File: src/rtl/plru_state_unit_pkg.sv
// Shared definitions for the per-set tree pseudo-LRU tracker:
// word/way widths, FSM states and the PLRU update rule.
package plru_state_unit_pkg;

   localparam int PLRU_W   = 3;
   localparam int WAY_BITS = 2;

   typedef enum logic {
      IDLE  = 1'b0,
      FLUSH = 1'b1
   } plruFsm_e;

   // Touched tree bits are pointed away from the accessed way; untouched bits are kept.
   function automatic logic [PLRU_W-1:0] plru_update(input logic [PLRU_W-1:0]   state,
                                                     input logic [WAY_BITS-1:0] way);
      logic [PLRU_W-1:0] newState;
      newState = state;
      case (way)
         2'd0: begin
            newState[0] = 1'b1;
            newState[1] = 1'b1;
         end
         2'd1: begin
            newState[0] = 1'b1;
            newState[1] = 1'b0;
         end
         2'd2: begin
            newState[0] = 1'b0;
            newState[2] = 1'b1;
         end
         default: begin
            newState[0] = 1'b0;
            newState[2] = 1'b0;
         end
      endcase
      return newState;
   endfunction

endpackage

File: src/rtl/plru_state_unit_if.sv
// Request/response bundle between the cache controller and the PLRU tracker.
interface plru_state_unit_if
   import plru_state_unit_pkg::*;
#(
   parameter int SET_BITS = 3
);

   logic                flushReq;
   logic                ready;
   logic                lookupValid;
   logic [SET_BITS-1:0] lookupSet;
   logic                updateValid;
   logic [SET_BITS-1:0] updateSet;
   logic [WAY_BITS-1:0] updateWay;
   logic                victimValid;
   logic [WAY_BITS-1:0] victimWay;
   logic [PLRU_W-1:0]   lookupState;
   logic [PLRU_W-1:0]   nextState;

   modport master (
      output flushReq, lookupValid, lookupSet, updateValid, updateSet, updateWay,
      input  ready, victimValid, victimWay, lookupState, nextState
   );

   modport slave (
      input  flushReq, lookupValid, lookupSet, updateValid, updateSet, updateWay,
      output ready, victimValid, victimWay, lookupState, nextState
   );

endinterface

File: src/rtl/plru_state_unit_victim_decode.sv
// Combinational decode of a 3-bit PLRU tree word into its victim way.
module plru_victim_decode
   import plru_state_unit_pkg::*;
(
   input  logic [PLRU_W-1:0]   plruWord,
   output logic [WAY_BITS-1:0] victimWay
);

   // The root bit chooses the half; the matching leaf bit chooses the way inside it.
   assign victimWay = plruWord[0] ? {1'b1, plruWord[2]} : {1'b0, plruWord[1]};

endmodule

File: src/rtl/plru_state_unit.sv
// Per-set tree pseudo-LRU tracker for a 4-way cache: victim lookup with
// same-cycle update forwarding, per-access updates and a one-set-per-cycle flush.
module plru_state_unit
   import plru_state_unit_pkg::*;
#(
   parameter int NUM_SETS = 8,
   parameter int SET_BITS = 3
)(
   input logic               clk,
   input logic               reset,
   plru_state_unit_if.slave  bus
);

   localparam logic [SET_BITS-1:0] LAST_SET = SET_BITS'(NUM_SETS - 1);

   logic [PLRU_W-1:0]   plruMem [NUM_SETS];
   plruFsm_e            fsmState;
   logic [SET_BITS-1:0] flushCnt;

   logic [PLRU_W-1:0]   storedWord;
   logic [PLRU_W-1:0]   fwdWord;
   logic [PLRU_W-1:0]   projWord;
   logic [WAY_BITS-1:0] fwdVictim;

   // A lookup racing an update to the same set must observe the post-update word.
   always_comb begin
      storedWord = plruMem[bus.lookupSet];
      fwdWord    = storedWord;
      if (bus.updateValid && (bus.updateSet == bus.lookupSet)) begin
         fwdWord = plru_update(storedWord, bus.updateWay);
      end
   end

   plru_victim_decode victimDecode (
      .plruWord  (fwdWord),
      .victimWay (fwdVictim)
   );

   assign projWord = plru_update(fwdWord, fwdVictim);

   always_ff @(posedge clk or posedge reset) begin
      if (reset) begin
         for (int i = 0; i < NUM_SETS; i++) begin
            plruMem[i] <= '0;
         end
         fsmState        <= IDLE;
         flushCnt        <= '0;
         bus.ready       <= 1'b1;
         bus.victimValid <= 1'b0;
         bus.victimWay   <= '0;
         bus.lookupState <= '0;
         bus.nextState   <= '0;
      end else begin
         bus.victimValid <= 1'b0;
         case (fsmState)
            IDLE: begin
               if (bus.updateValid) begin
                  plruMem[bus.updateSet] <= plru_update(plruMem[bus.updateSet], bus.updateWay);
               end
               if (bus.lookupValid) begin
                  bus.victimValid <= 1'b1;
                  bus.victimWay   <= fwdVictim;
                  bus.lookupState <= fwdWord;
                  bus.nextState   <= projWord;
               end
               if (bus.flushReq) begin
                  fsmState  <= FLUSH;
                  bus.ready <= 1'b0;
               end
            end
            // Requests are dropped while flushing; the FSM owns the array here.
            FLUSH: begin
               plruMem[flushCnt] <= '0;
               if (flushCnt == LAST_SET) begin
                  flushCnt  <= '0;
                  fsmState  <= IDLE;
                  bus.ready <= 1'b1;
               end else begin
                  flushCnt <= flushCnt + 1'b1;
               end
            end
            default: begin
               fsmState <= IDLE;
            end
         endcase
      end
   end

endmodule

File: src/flat_wrapper.sv
// flat-port wrapper written by rule: the top's interface ports become plain ports
module plru_state_unit_flat import plru_state_unit_pkg::*;
#(
   parameter int NUM_SETS = 8,
   parameter int SET_BITS = 3
)
  (clk, reset, bus_flushReq, bus_lookupValid, bus_lookupSet, bus_updateValid, bus_updateSet, bus_updateWay, bus_ready, bus_victimValid, bus_victimWay, bus_lookupState, bus_nextState);
  plru_state_unit_if #(.SET_BITS(SET_BITS)) bus_i ();
  input logic clk;
  input logic reset;
  input wire logic [$bits(bus_i.flushReq)-1:0] bus_flushReq;
  input wire logic [$bits(bus_i.lookupValid)-1:0] bus_lookupValid;
  input wire logic [$bits(bus_i.lookupSet)-1:0] bus_lookupSet;
  input wire logic [$bits(bus_i.updateValid)-1:0] bus_updateValid;
  input wire logic [$bits(bus_i.updateSet)-1:0] bus_updateSet;
  input wire logic [$bits(bus_i.updateWay)-1:0] bus_updateWay;
  output wire logic [$bits(bus_i.ready)-1:0] bus_ready;
  output wire logic [$bits(bus_i.victimValid)-1:0] bus_victimValid;
  output wire logic [$bits(bus_i.victimWay)-1:0] bus_victimWay;
  output wire logic [$bits(bus_i.lookupState)-1:0] bus_lookupState;
  output wire logic [$bits(bus_i.nextState)-1:0] bus_nextState;
  assign bus_i.flushReq = bus_flushReq;
  assign bus_i.lookupValid = bus_lookupValid;
  assign bus_i.lookupSet = bus_lookupSet;
  assign bus_i.updateValid = bus_updateValid;
  assign bus_i.updateSet = bus_updateSet;
  assign bus_i.updateWay = bus_updateWay;
  assign bus_ready = bus_i.ready;
  assign bus_victimValid = bus_i.victimValid;
  assign bus_victimWay = bus_i.victimWay;
  assign bus_lookupState = bus_i.lookupState;
  assign bus_nextState = bus_i.nextState;
  plru_state_unit #(.NUM_SETS(NUM_SETS), .SET_BITS(SET_BITS)) u_core (.clk(clk), .reset(reset), .bus(bus_i));
endmodule
File: config.mk
export PLATFORM = sky130hd
export DESIGN_NAME = plru_state_unit_flat
export DESIGN_NICKNAME = d
export VERILOG_FILES = /design/src/rtl/plru_state_unit_pkg.sv /design/src/rtl/plru_state_unit_if.sv /design/src/rtl/plru_state_unit_victim_decode.sv /design/src/rtl/plru_state_unit.sv /design/src/flat_wrapper.sv
export SDC_FILE = /design/constraint.sdc
export NUM_CORES = 1
export LEC_CHECK = 0
export CAP_MARGIN = 10
export CORE_UTILIZATION = 43
export CTS_BUF_LIST = sky130_fd_sc_hd__clkbuf_16
export DETAILED_ROUTE_END_ITERATION = 7
export DONT_BUFFER_PORTS = 1
export PLACE_DENSITY = 0.68
export SYNTH_ARGS = -nofsm -noshare
export SYNTH_HDL_FRONTEND = slang
export SYNTH_SLANG_ARGS = --single-unit
File: constraint.sdc
create_clock -name clk -period 2.2 [get_ports clk]
set_input_delay 0.44 -clock clk [delete_from_list [all_inputs] [get_ports clk]]
set_output_delay 0.44 -clock clk [all_outputs]
set_load 0.005 [all_outputs]
; ---- Yosys cells after proc, flatten, opt, wreduce, memory -nomap -nowiden
; Cells that the tools add are included.
[totals]
reg_bits = 38
in_bits = 13
[op_classes]
addsub = 1
order_cmp = 5
n_eq_ne = 9
n_mux = 38
n_bitwise = 6
reduce_logical = 9
[ops]
columns = cell, count
row1 = $pmux 24 s2, 1
row2 = $and 24x24->24, 1
row3 = $bwmux 24, 1
row4 = $mux 24, 1
row5 = $mux 3, 8
row6 = $not 24->24, 1
row7 = $bmux 3 s3, 2
row8 = $demux 3 s3, 2
row9 = $pmux 1 s2, 8
row10 = $mux 1, 14
row11 = $ge 4x4->1 const B, 3
row12 = $not 3->4, 3
row13 = $lt 4x1->1 const B, 2
row14 = $ne 2x2->1 const B, 3
row15 = $eq 2x1->1 const B, 2
row16 = $eq 2x2->1 const B, 2
row17 = $logic_not 2->1, 2
row18 = $reduce_and 2->1, 2
row19 = $reduce_or 2->1, 2
row20 = $add 3x1->3 const B, 1
row21 = $eq 3x3->1, 1
row22 = $eq 3x3->1 const B, 1
row23 = $logic_and 1x1->1, 3
row24 = $mux 2, 1
row25 = $not 1->1, 1

; ---- Logic depth before layout (Yosys ltp)
; Gate-level depths: netlist of the first run.
[logic_depth]
ltp_word = 10
depth_mapped = 6
mapped_depth_nobuf = 5

; ---- Modules after synthesis
; A second synthesis of the first run with hierarchy kept.
[unflattened]
hier_cells = 202
area_unflattened_um2 = 2077.0
[by_module_without_submodules]
columns = mod, n_inst, cells_each, area_per_inst_um2
row1 = plru_state_unit, 1, 200, 2054.5
row2 = plru_victim_decode, 1, 2, 22.5

; ---- Least setup slack after synthesis of the first run
; OpenSTA, ideal clock, no wires.
[synth_timing]
kind = input-to-reg
startpoint = input bus_lookupSet[0]
endpoint = register u_core.bus.victimWay[0]
arrival_time_ns = 1.693
setup_slack_ns = 0.389
path_stages = 6
n_path_buf = 1
cell_sequence = buf_6 > mux4_2 > mux2i_4 > nor2_1 > a32o_1 > a21o_1
[synth_via]
elab_chain_cells = 7
elab_cells_between_ends = 10
cone_classes = 1 x eq/ne / 7 x mux / 1 x bitwise / 1 x reduce/logical
[synth_lines]
columns = item, line_no
row1 = "start, declared", flat_wrapper.sv:13  ; input wire logic [$bits(bus_i.lookupSet)-1:0] bus_lookupSet;
row2 = $not 3->4 (implied by the code), plru_state_unit.sv:27  ; storedWord = plruMem[bus.lookupSet];
row3 = $bmux 3 s3, plru_state_unit.sv:27
row4 = $mux 3 (implied by the code) (2 in series), plru_state_unit.sv:27
row5 = $pmux 1 s2, plru_state_unit_pkg.sv:18  ; case (way)
row6 = $mux 3 (*), plru_state_unit.sv:29  ; if (bus.updateValid && (bus.updateSet == bus.lookupSet)) begin
row7 = $mux 2 (*), plru_state_unit_victim_decode.sv:10  ; assign victimWay = plruWord[0] ? {1'b1, plruWord[2]} : {1'b0, plruWord[1]};
row8 = "end signal, assigned", plru_state_unit.sv:62  ; bus.victimWay <= fwdVictim;
row9 = "end, declared", plru_state_unit_if.sv:27  ; output ready, victimValid, victimWay, lookupState, nextState
; Every way passes the cells marked *; elsewhere a longest branch is shown, timed or not. The select of a mux whose other input is x is not followed.
; A chain may end at the register's enable or synchronous reset.

; ---- Worst setup path in the final report of the first run
[layout_timing]
startpoint = register u_core.plruMem[1] (netlist name)
endpoint = register u_core.plruMem[10] (netlist name)
[layout_via]
elab_chain_cells = 9
[layout_lines]
columns = item, line_no
row1 = "start, declared", plru_state_unit.sv:16  ; logic [PLRU_W-1:0] plruMem [NUM_SETS];
row2 = "start signal, assigned by index", plru_state_unit.sv:58  ; plruMem[bus.updateSet] <= plru_update(plruMem[bus.updateSet], bus.updateWay);
row3 = $bmux 3 s3, plru_state_unit.sv:58
row4 = $mux 3 (implied by the code) (2 in series), plru_state_unit.sv:58
row5 = $pmux 1 s2, plru_state_unit_pkg.sv:18
row6 = $mux 1, plru_state_unit.sv:57  ; if (bus.updateValid) begin
row7 = $mux 1, plru_state_unit.sv:55  ; case (fsmState)
row8 = $bwmux 24, plru_state_unit.sv:58
row9 = $mux 24, plru_state_unit.sv:57
row10 = $pmux 24 s2, plru_state_unit.sv:55
; No other way between the ends. The select of a mux whose other input is x is not followed.

==> results of run 1 <==
## worst max-delay path, stage by stage, from the launching register on
cell	delay, ns
sky130_fd_sc_hd__dfrtp_1	0.40
sky130_fd_sc_hd__mux2_2	0.27
sky130_fd_sc_hd__a22o_1	0.22
sky130_fd_sc_hd__a22o_1	0.23
sky130_fd_sc_hd__o22ai_2	0.30
sky130_fd_sc_hd__o21ai_0	0.15
## layout make-up
| type | count | area, um^2 |
|---|---|---|
| flip-flops and latches | 37 | 927 |
| inverters | 5 | 18.8 |
| repair buffers | 4 | 30.0 |
| clock buffers | 5 | 125 |
| well taps | 52 | 65.1 |
| multi-input cells | 143 | 1060 |
| clock inverters | 3 | 37.5 |
| fillers | 407 | 2210 |
## routing by layer
metal,global-route usage,vias to the layer above,wire length [um]
met5,0,-,0
met4,0.0822,0,85
met2,0.305,45,2060
met1,0.262,749,1980
li1,-,717,-
met3,0.0563,8,275
## through the flow
stage	instance area (um^2)	total power, mW	setup slack, ns	std cells	hold slack, ns
3_5_place_dp	2100	1.99	0.389	241	0.473
2_1_floorplan	2060	1.82	0.389	195	0.463
5_1_grt	2260	2.96	0.381	249	0.221
6_report	2260	2.76	0.489	249	0.164
3_3_place_gp	2100	1.97	0.418	241	0.474
4_1_cts	2260	2.78	0.490	249	0.184
## logic make-up (layout without fill, tap and decap cells)
| family | after synthesis | in the layout | share of synthesized area |
|---|---|---|---|
| xor gates and xnor gates | 4 | 4 | 0.0170 |
| AOI/OAI and AO/OA | 38 | 38 | 0.137 |
| buffers and inverters | 15 | 17 | 0.0370 |
| adders and majority gates | 2 | 2 | 0.0121 |
| and+or+nand+nor | 75 | 75 | 0.179 |
| muxes | 24 | 24 | 0.168 |
| DFF | 37 | 37 | 0.450 |
## worst paths after layout
check                                   from                      end  slack [ns]  depth (start not counted)
max in group asynchronous              reset         u_core.bus.ready        1.69                          2
min in group clk            bus_updateWay[1]        u_core.plruMem[3]        0.25                          1
max                        u_core.plruMem[1]       u_core.plruMem[10]        0.49                          5
min                                    reset  u_core.bus.victimWay[0]        0.16                          2
min reg2reg                u_core.plruMem[0]        u_core.plruMem[0]        0.50                          2
max reg2reg                u_core.plruMem[1]       u_core.plruMem[10]        0.49                          5
## power by group through the flow
| stage | clock, mW | sequential, mW | combinational [mW] |
|---|---|---|---|
| floorplan | 0 | 1.12 | 0.698 |
| global placement | 0 | 1.18 | 0.785 |
| detailed placement | 0 | 1.19 | 0.803 |
| CTS | 0.795 | 1.18 | 0.806 |
| global route | 0.822 | 1.22 | 0.913 |
| finish | 0.784 | 1.18 | 0.799 |
## registers in the layout, indices dropped and copies added (netlist names)
name	cells
u_core.plruMem	24
u_core.bus.lookupState	3
u_core.bus.nextState	3
u_core.flushCnt	3
u_core.bus.ready	1
u_core.bus.victimValid	1
u_core.bus.victimWay	1
u_core.fsmState	1
## layout by cell type (no fill, tap or decap), types with 2 or more instances in the layout
cell,instances
sky130_fd_sc_hd__nor2_1,10
sky130_fd_sc_hd__a22o_1,2
sky130_fd_sc_hd__mux2_2,4
sky130_fd_sc_hd__dfrtp_1,36
sky130_fd_sc_hd__nand3b_1,2
sky130_fd_sc_hd__o21ai_0,21
sky130_fd_sc_hd__inv_1,6
sky130_fd_sc_hd__mux2i_1,12
sky130_fd_sc_hd__mux4_2,7
sky130_fd_sc_hd__a21oi_1,2
sky130_fd_sc_hd__xnor2_1,4
sky130_fd_sc_hd__buf_4,4
sky130_fd_sc_hd__nand2b_1,3
sky130_fd_sc_hd__nand2_1,22
sky130_fd_sc_hd__nor3_1,3
sky130_fd_sc_hd__clkbuf_16,5
sky130_fd_sc_hd__o31ai_1,3
sky130_fd_sc_hd__nor2b_1,4
sky130_fd_sc_hd__nand3_1,24
sky130_fd_sc_hd__ha_1,2
sky130_fd_sc_hd__nand4_1,4
==> load_flow_metrics.sql, run 1 <==
INSERT INTO impl_metrics (metric_group, metric, value, unit) VALUES
('synthesis', 'postSynthNetCount', '210', ''),
('floorplan', 'floorplan.io_pins', '23', ''),
('route', 'num_vias', '1519', ''),
('floorplan', 'floorplan.die.height', '71.2', 'um'),
('pwr', 'leakage', '0.944', 'nW'),
('clock_tree', 'clock_latency', '0.27', 'ns'),
('clock_tree', 'clock_pin_transition_on_the_worst_setup_and_hold_timing_paths', '0.05', 'ns'),
('timing', 'achievable-frequency', '584', 'MHz'),
('pwr', 'p_int', '1.88', 'mW'),
('global_route', 'grt_pass1_vias', '1548', ''),
('synthesis', 'synth_seq_cells', '37', ''),
('timing', 'hold_viol_final', '0', ''),
('outcome', 'status', 'complete, but fails checks', ''),
('worst_hold_path', 'hold_path_class', 'in2async', ''),
('synthesis', 'number_of_flops_mapped_to_enable_cells_by_yosys', '0', ''),
('clock_tree', 'cts-htree-levels', '2', ''),
('critical_path', 'critPathRequiredTime', '2.34', 'ns'),
('pwr', 'power.density', '1220', 'mW/mm^2'),
('outcome', 'violations', 'DRC', ''),
('critical_path', 'worstSetupEndpointType', 'register', ''),
('timing', 'timing.slew.headroom', '0.610', ''),
('pwr', 'power.share.combinational', '0.289', ''),
('timing', 'setup_viol', '0', ''),
('synthesis', 'synth_top_flop_cell', 'sky130_fd_sc_hd__dfrtp_1', ''),
('synthesis', 'largest_area_contributor_in_the_synthesized_netlist', 'sky130_fd_sc_hd__dfrtp_1', ''),
('synthesis', 'synth-warning-count', '0', ''),
('floorplan', 'std_cell_rows', '24', ''),
('timing', 'unrepaired_setup_endpoints_after_global_routing', 'false', ''),
('global_route', 'global_route.usage.total', '0.197', ''),
('final_layout', 'design.final.nets', '211', ''),
('global_route', 'grt_remaining_overflow', '0', ''),
('route', 'initialDrtViolationCount', '100', ''),
('final_layout', 'post_route_cells_drive_above_1_share', '0.142', ''),
('global_route', 'first_pass_grt_wire_length', '7.60', 'mm'),
('timing', 'final.min_clock_period', '1.71', 'ns'),
('clock_tree', 'tritoncts', 'built', ''),
('global_route', 'grt_max_degree', '38', ''),
('timing', 'setup_total_negative_slack', '0', 'ns'),
('global_route', 'antenna_violations_before_repair', '0', ''),
('floorplan', 'core_outline_area', '0.00447', 'mm^2'),
('pwr', 'power_switching_share', '0.320', ''),
('critical_path', 'crit_path_start_kind', 'register', ''),
('clock_tree', 'ctsLongestPathBuffers', '2', ''),
('route', 'drc', '5', ''),
('synthesis', 'synth.yosys.seq_area_share', '0.450', ''),
('pwr', 'p_switching', '0.884', 'mW'),
('synthesis', 'share_of_async_settable_or_async_resettable_flops_after_synthesis', '1.00', ''),
('clock_tree', 'cts_root_buf', 'sky130_fd_sc_hd__clkbuf_16', ''),
('critical_path', 'timing.setup.critical_path_class', 'reg2reg', ''),
('floorplan', 'floorplan.die_area', '0.00507', 'mm^2'),
('route', 'post_drt_via_cell_ratio', '6.10', ''),
('floorplan', 'chipWidth', '71.2', 'um'),
('run', 'max_cap_viols', '0', ''),
('clock_tree', 'cts_hold_buf', '0', ''),
('placed_design', 'hpwlAfterDp', '3.20', 'mm'),
('clock_tree', 'cts_setup_buffers', '0', ''),
('synthesis', 'synthesis.area', '0.00206', 'mm^2'),
('synthesis', 'synthesis.area_per_instance', '10.6', 'um^2'),
('final_layout', 'areaGrowthSynthToFinish', '9.71', '%'),
('critical_path', 'critical_path_peak_fanout', '8', ''),
('synthesis', 'post_synth_num_cell_types', '38', ''),
('synthesis', 'netlist_top_cells_area', 'sky130_fd_sc_hd__dfrtp_1 44%, sky130_fd_sc_hd__mux4_2 7.7%, sky130_fd_sc_hd__mux2i_1 5.8%, sky130_fd_sc_hd__nand3_1 5.8%, sky130_fd_sc_hd__o21ai_0 5.1%', ''),
('pwr', 'seq_power_share', '0.427', ''),
('route', 'firstDrtPassIters', '8', ''),
('pwr', 'peakVddDrop', '845', 'uV'),
('synthesis', 'synthTopCellsByCount', '36 x sky130_fd_sc_hd__dfrtp_1, 24 x sky130_fd_sc_hd__nand3_1, 22 x sky130_fd_sc_hd__nand2_1', ''),
('synthesis', 'yosys.cell_count.top_type', 'sky130_fd_sc_hd__dfrtp_1', ''),
('synthesis', 'postSynthCellCount', '195', ''),
('synthesis', 'synth_top_cell_area_share', '0.437', ''),
('timing', 'fin_skew', '0.00317', 'ns'),
('route', 'antenna_violating_nets_post_route', '0', '');
Power figures use the tool's default switching activity.
==> run 2: changes to the inputs <==
--- a/config.mk
+++ b/config.mk
@@ -10,7 +10,7 @@
 export CTS_BUF_LIST = sky130_fd_sc_hd__clkbuf_16
 export DETAILED_ROUTE_END_ITERATION = 7
 export DONT_BUFFER_PORTS = 1
-export PLACE_DENSITY = 0.68
+export PLACE_DENSITY = 0.7
 export SYNTH_ARGS = -nofsm -noshare
 export SYNTH_HDL_FRONTEND = slang
 export SYNTH_SLANG_ARGS = --single-unit
==> constraint.sdc (replaced) <==
create_clock -name clk -period 1.55 [get_ports clk]
set_input_delay 0.31 -clock clk [delete_from_list [all_inputs] [get_ports clk]]
set_output_delay 0.31 -clock clk [all_outputs]
set_load 0.005 [all_outputs]
==> run 2 against run 1 <==
Net effect: the run ends with DRC, setup timing left; worst setup slack worse by 0.58 ns; core utilization increased by 3.6 points; clock-buffer cell count unchanged; critical path depth unchanged; maximum frequency rose by 4.2%; final area grew 7.0%; worst hold slack worse by 0.13 ns; clock power increased by 20%; clock skew rose by 0.00076 ns; total power increased by 45%; routed wire length grew 7.1%; critical path type unchanged; largest power group unchanged.
==> load_flow_metrics.sql, run 2 (synthesized netlist as in run 1, its figures left out) <==
INSERT INTO impl_metrics (metric_group, metric, value, unit) VALUES
('timing', 'setup_viol', '21', ''),
('clock_tree', 'tritoncts', 'built', ''),
('clock_tree', 'clock_sinks', '37', ''),
('critical_path', 'r2r_cells', '5', ''),
('final_layout', 'multiInputGateArea', '0.00111', 'mm^2'),
('critical_path', 'worstSetupEndpointType', 'register', ''),
('route', 'post_drt_via_cell_ratio', '6.02', ''),
('floorplan', 'std_cell_rows', '24', ''),
('final_layout', 'largest_reg_flops', '24', ''),
('critical_path', 'worst-endpoint-arrival', '1.81', 'ns'),
('critical_path', 'critical_path.max_stage_delay', '0.49', 'ns'),
('critical_path', 'timing.critical_path.cells', 'mux4_2 > nor2b_4 > a221oi_4 > a211oi_2 > a21o_1', ''),
('global_route', 'global_route.usage.total', '0.199', ''),
('route', 'initialDrtViolationCount', '163', ''),
('floorplan', 'floorplan.die_area', '0.00507', 'mm^2'),
('final_layout', 'largest-register', 'u_core.plruMem', ''),
('final_layout', 'num_antenna_cells', '0', ''),
('pwr', 'power.density', '1660', 'mW/mm^2'),
('timing', 'setup_slack', '-0.0922', 'ns'),
('placed_design', 'dp_worst_setup_slack', '-0.142', 'ns'),
('outcome', 'status', 'complete, but fails checks', ''),
('clock_tree', 'ctsLongestPathBuffers', '2', ''),
('final_layout', 'layout.cells.non_filler', '267', ''),
('pwr', 'peakVddDrop', '769', 'uV'),
('global_route', 'grt_remaining_overflow', '0', ''),
('timing', 'setup_total_negative_slack', '-0.858', 'ns'),
('timing', 'layout_worst_path_cycle_share', '1.06', ''),
('timing', 'worstMarginPinSlew', '0.465', 'ns'),
('timing', 'hold_viol_final', '0', ''),
('global_route', 'grt_pass1_vias', '1596', ''),
('critical_path', 'r2r_end', 'u_core.bus.victimWay[0]', ''),
('critical_path', 'crit_start', 'u_core.plruMem[17]', ''),
('clock_tree', 'clock_latency', '0.28', 'ns'),
('final_layout', 'layout.cell_area.non_filler', '0.00242', 'mm^2'),
('critical_path', 'worst_path_dominant_cell_family', 'multiplexers', ''),
('placed_design', 'placedInstanceArea', '0.00220', 'mm^2'),
('placed_design', 'hpwlAfterDp', '3.38', 'mm'),
('global_route', 'antenna_violations_before_repair', '0', ''),
('critical_path', 'critical_path_peak_fanout', '3', ''),
('final_layout', 'layout_common_cells', '36 x sky130_fd_sc_hd__dfrtp_1, 24 x sky130_fd_sc_hd__nand3_1, 22 x sky130_fd_sc_hd__buf_4', ''),
('final_layout', 'sequential_cell_area', '927', 'um^2'),
('global_route', 'first_pass_grt_wire_length', '7.72', 'mm'),
('placed_design', 'globalplace.congestion', '0.813', ''),
('critical_path', 'crit_path_start_kind', 'register', ''),
('route', 'antenna_violating_nets_post_route', '0', ''),
('critical_path', 'worstReg2RegStart', 'u_core.plruMem[17]', ''),
('critical_path', 'timing.critical_path.slowest_stage_cell', 'sky130_fd_sc_hd__mux4_2', ''),
('timing', 'timing_max_transition_violations_final', '0', ''),
('route', 'num_vias', '1607', ''),
('clock_tree', 'cts_hold_buf', '0', ''),
('global_route', 'grt_max_degree', '38', ''),
('route', 'routedWlPerCell', '17.7', 'um'),
('final_layout', 'areaGrowthSynthToFinish', '17.4', '%'),
('floorplan', 'initial_utilization', '0.461', ''),
('clock_tree', 'clock_pin_transition_on_the_worst_setup_and_hold_timing_paths', '0.05', 'ns'),
('timing', 'final.min_clock_period', '1.64', 'ns'),
('floorplan', 'chipWidth', '71.2', 'um'),
('floorplan', 'floorplan.die.height', '71.2', 'um'),
('worst_hold_path', 'hold_path_class', 'in2async', ''),
('critical_path', 'timing.reg2reg.setup_slack', '-0.09', 'ns'),
('floorplan', 'floorplan.io_pins', '23', ''),
('final_layout', 'postLayoutCoreUtil', '0.541', ''),
('placed_design', 'numPlacedInstances', '254', ''),
('outcome', 'violations', 'DRC, setup timing', ''),
('critical_path', 'critPathBufInv', '0', ''),
('critical_path', 'timing.setup.critical_path_class', 'reg2reg', ''),
('timing', 'achievable-frequency', '609', 'MHz'),
('final_layout', 'design.final.nets', '229', ''),
('clock_tree', 'cts-htree-levels', '2', ''),
('timing', 'timing.hold.ws', '0.0317', 'ns'),
('route', 'drc', '4', ''),
('final_layout', 'post_route_cells_drive_above_1_share', '0.260', ''),
('timing', 'fin_skew', '0.00393', 'ns'),
('final_layout', 'mostFrequentLayoutCell', 'sky130_fd_sc_hd__dfrtp_1', ''),
('final_layout', 'final.fill_count', '387', ''),
('clock_tree', 'cts_inserted_buffers', '5', ''),
('floorplan', 'core_outline_area', '0.00447', 'mm^2'),
('route', 'firstDrtPassIters', '8', ''),
('timing', 'unrepaired_setup_endpoints_after_global_routing', 'true', ''),
('route', 'drt-total-wl', '4.71', 'mm'),
('placed_design', 'io_buffers', '0', ''),
('pwr', 'leakage', '1.05', 'nW'),
('timing', 'timing.slew.headroom', '0.690', ''),
('pwr', 'power', '4.02', 'mW'),
('clock_tree', 'cts_root_buf', 'sky130_fd_sc_hd__clkbuf_16', ''),
('critical_path', 'critPathRequiredTime', '1.72', 'ns'),
('run', 'max_cap_viols', '0', '');
==> run 2: changes by cell type in the layout (fill, tap and decap cells not counted), sizes merged <==
| cell | previous run | this run |
|---|---|---|
| inv | 6 | 8 |
| buf | 4 | 22 |
| bufinv | 1 | 0 |
| clkinv | 1 | 0 |
==> run 2: final cells by class <==
class | count | share of cell area
timing repair buffer | 22 | 0.0683
sequential | 37 | 0.383
clock inverter | 3 | 0.00465
multi-input combinational | 143 | 0.458
inverter | 5 | 0.00776
clock buffer | 5 | 0.0517
tap | 52 | 0.0269
==> run 2: repair_timing <==
action,CTS,global route
pin swaps,11,4
endpoints found under the hold margin,0,0
setup endpoints to repair,20,20
gates resized for setup,19,3
buffers inserted,0,5
==> run 2: how the worst max path moves through the flow <==
stage / cells after the start / endpoint / slack [ns]
2_1_floorplan: 6 / u_core.bus.victimWay[0] / -0.08
3_3_place_gp: 5 / u_core.plruMem[10] / -0.13
3_5_place_dp: 5 / u_core.plruMem[19] / -0.14
4_1_cts: 5 / u_core.bus.victimWay[0] / -0.09
5_1_grt: 5 / u_core.bus.victimWay[0] / -0.17
6_report: 5 / u_core.bus.victimWay[0] / -0.09
==> run 2: where the power goes <==
| group | total [mW] | internal [mW] | switching, mW |
|---|---|---|---|
| combinational | 1.39 | 0.740 | 0.650 |
| sequential | 1.69 | 1.35 | 0.333 |
| clock | 0.940 | 0.577 | 0.362 |
| total | 4.02 | 2.67 | 1.35 |
==> run 2: routing by layer <==
metal / wire length, um / GRT usage / part of all wire / up-vias
met5: 0 / 0 / 0 / -
met4: 63 / 0.0711 / 0.013 / 0
met3: 345 / 0.0492 / 0.073 / 9
met2: 2300 / 0.325 / 0.49 / 58
met1: 2010 / 0.259 / 0.43 / 790
li1: - / - / - / 750
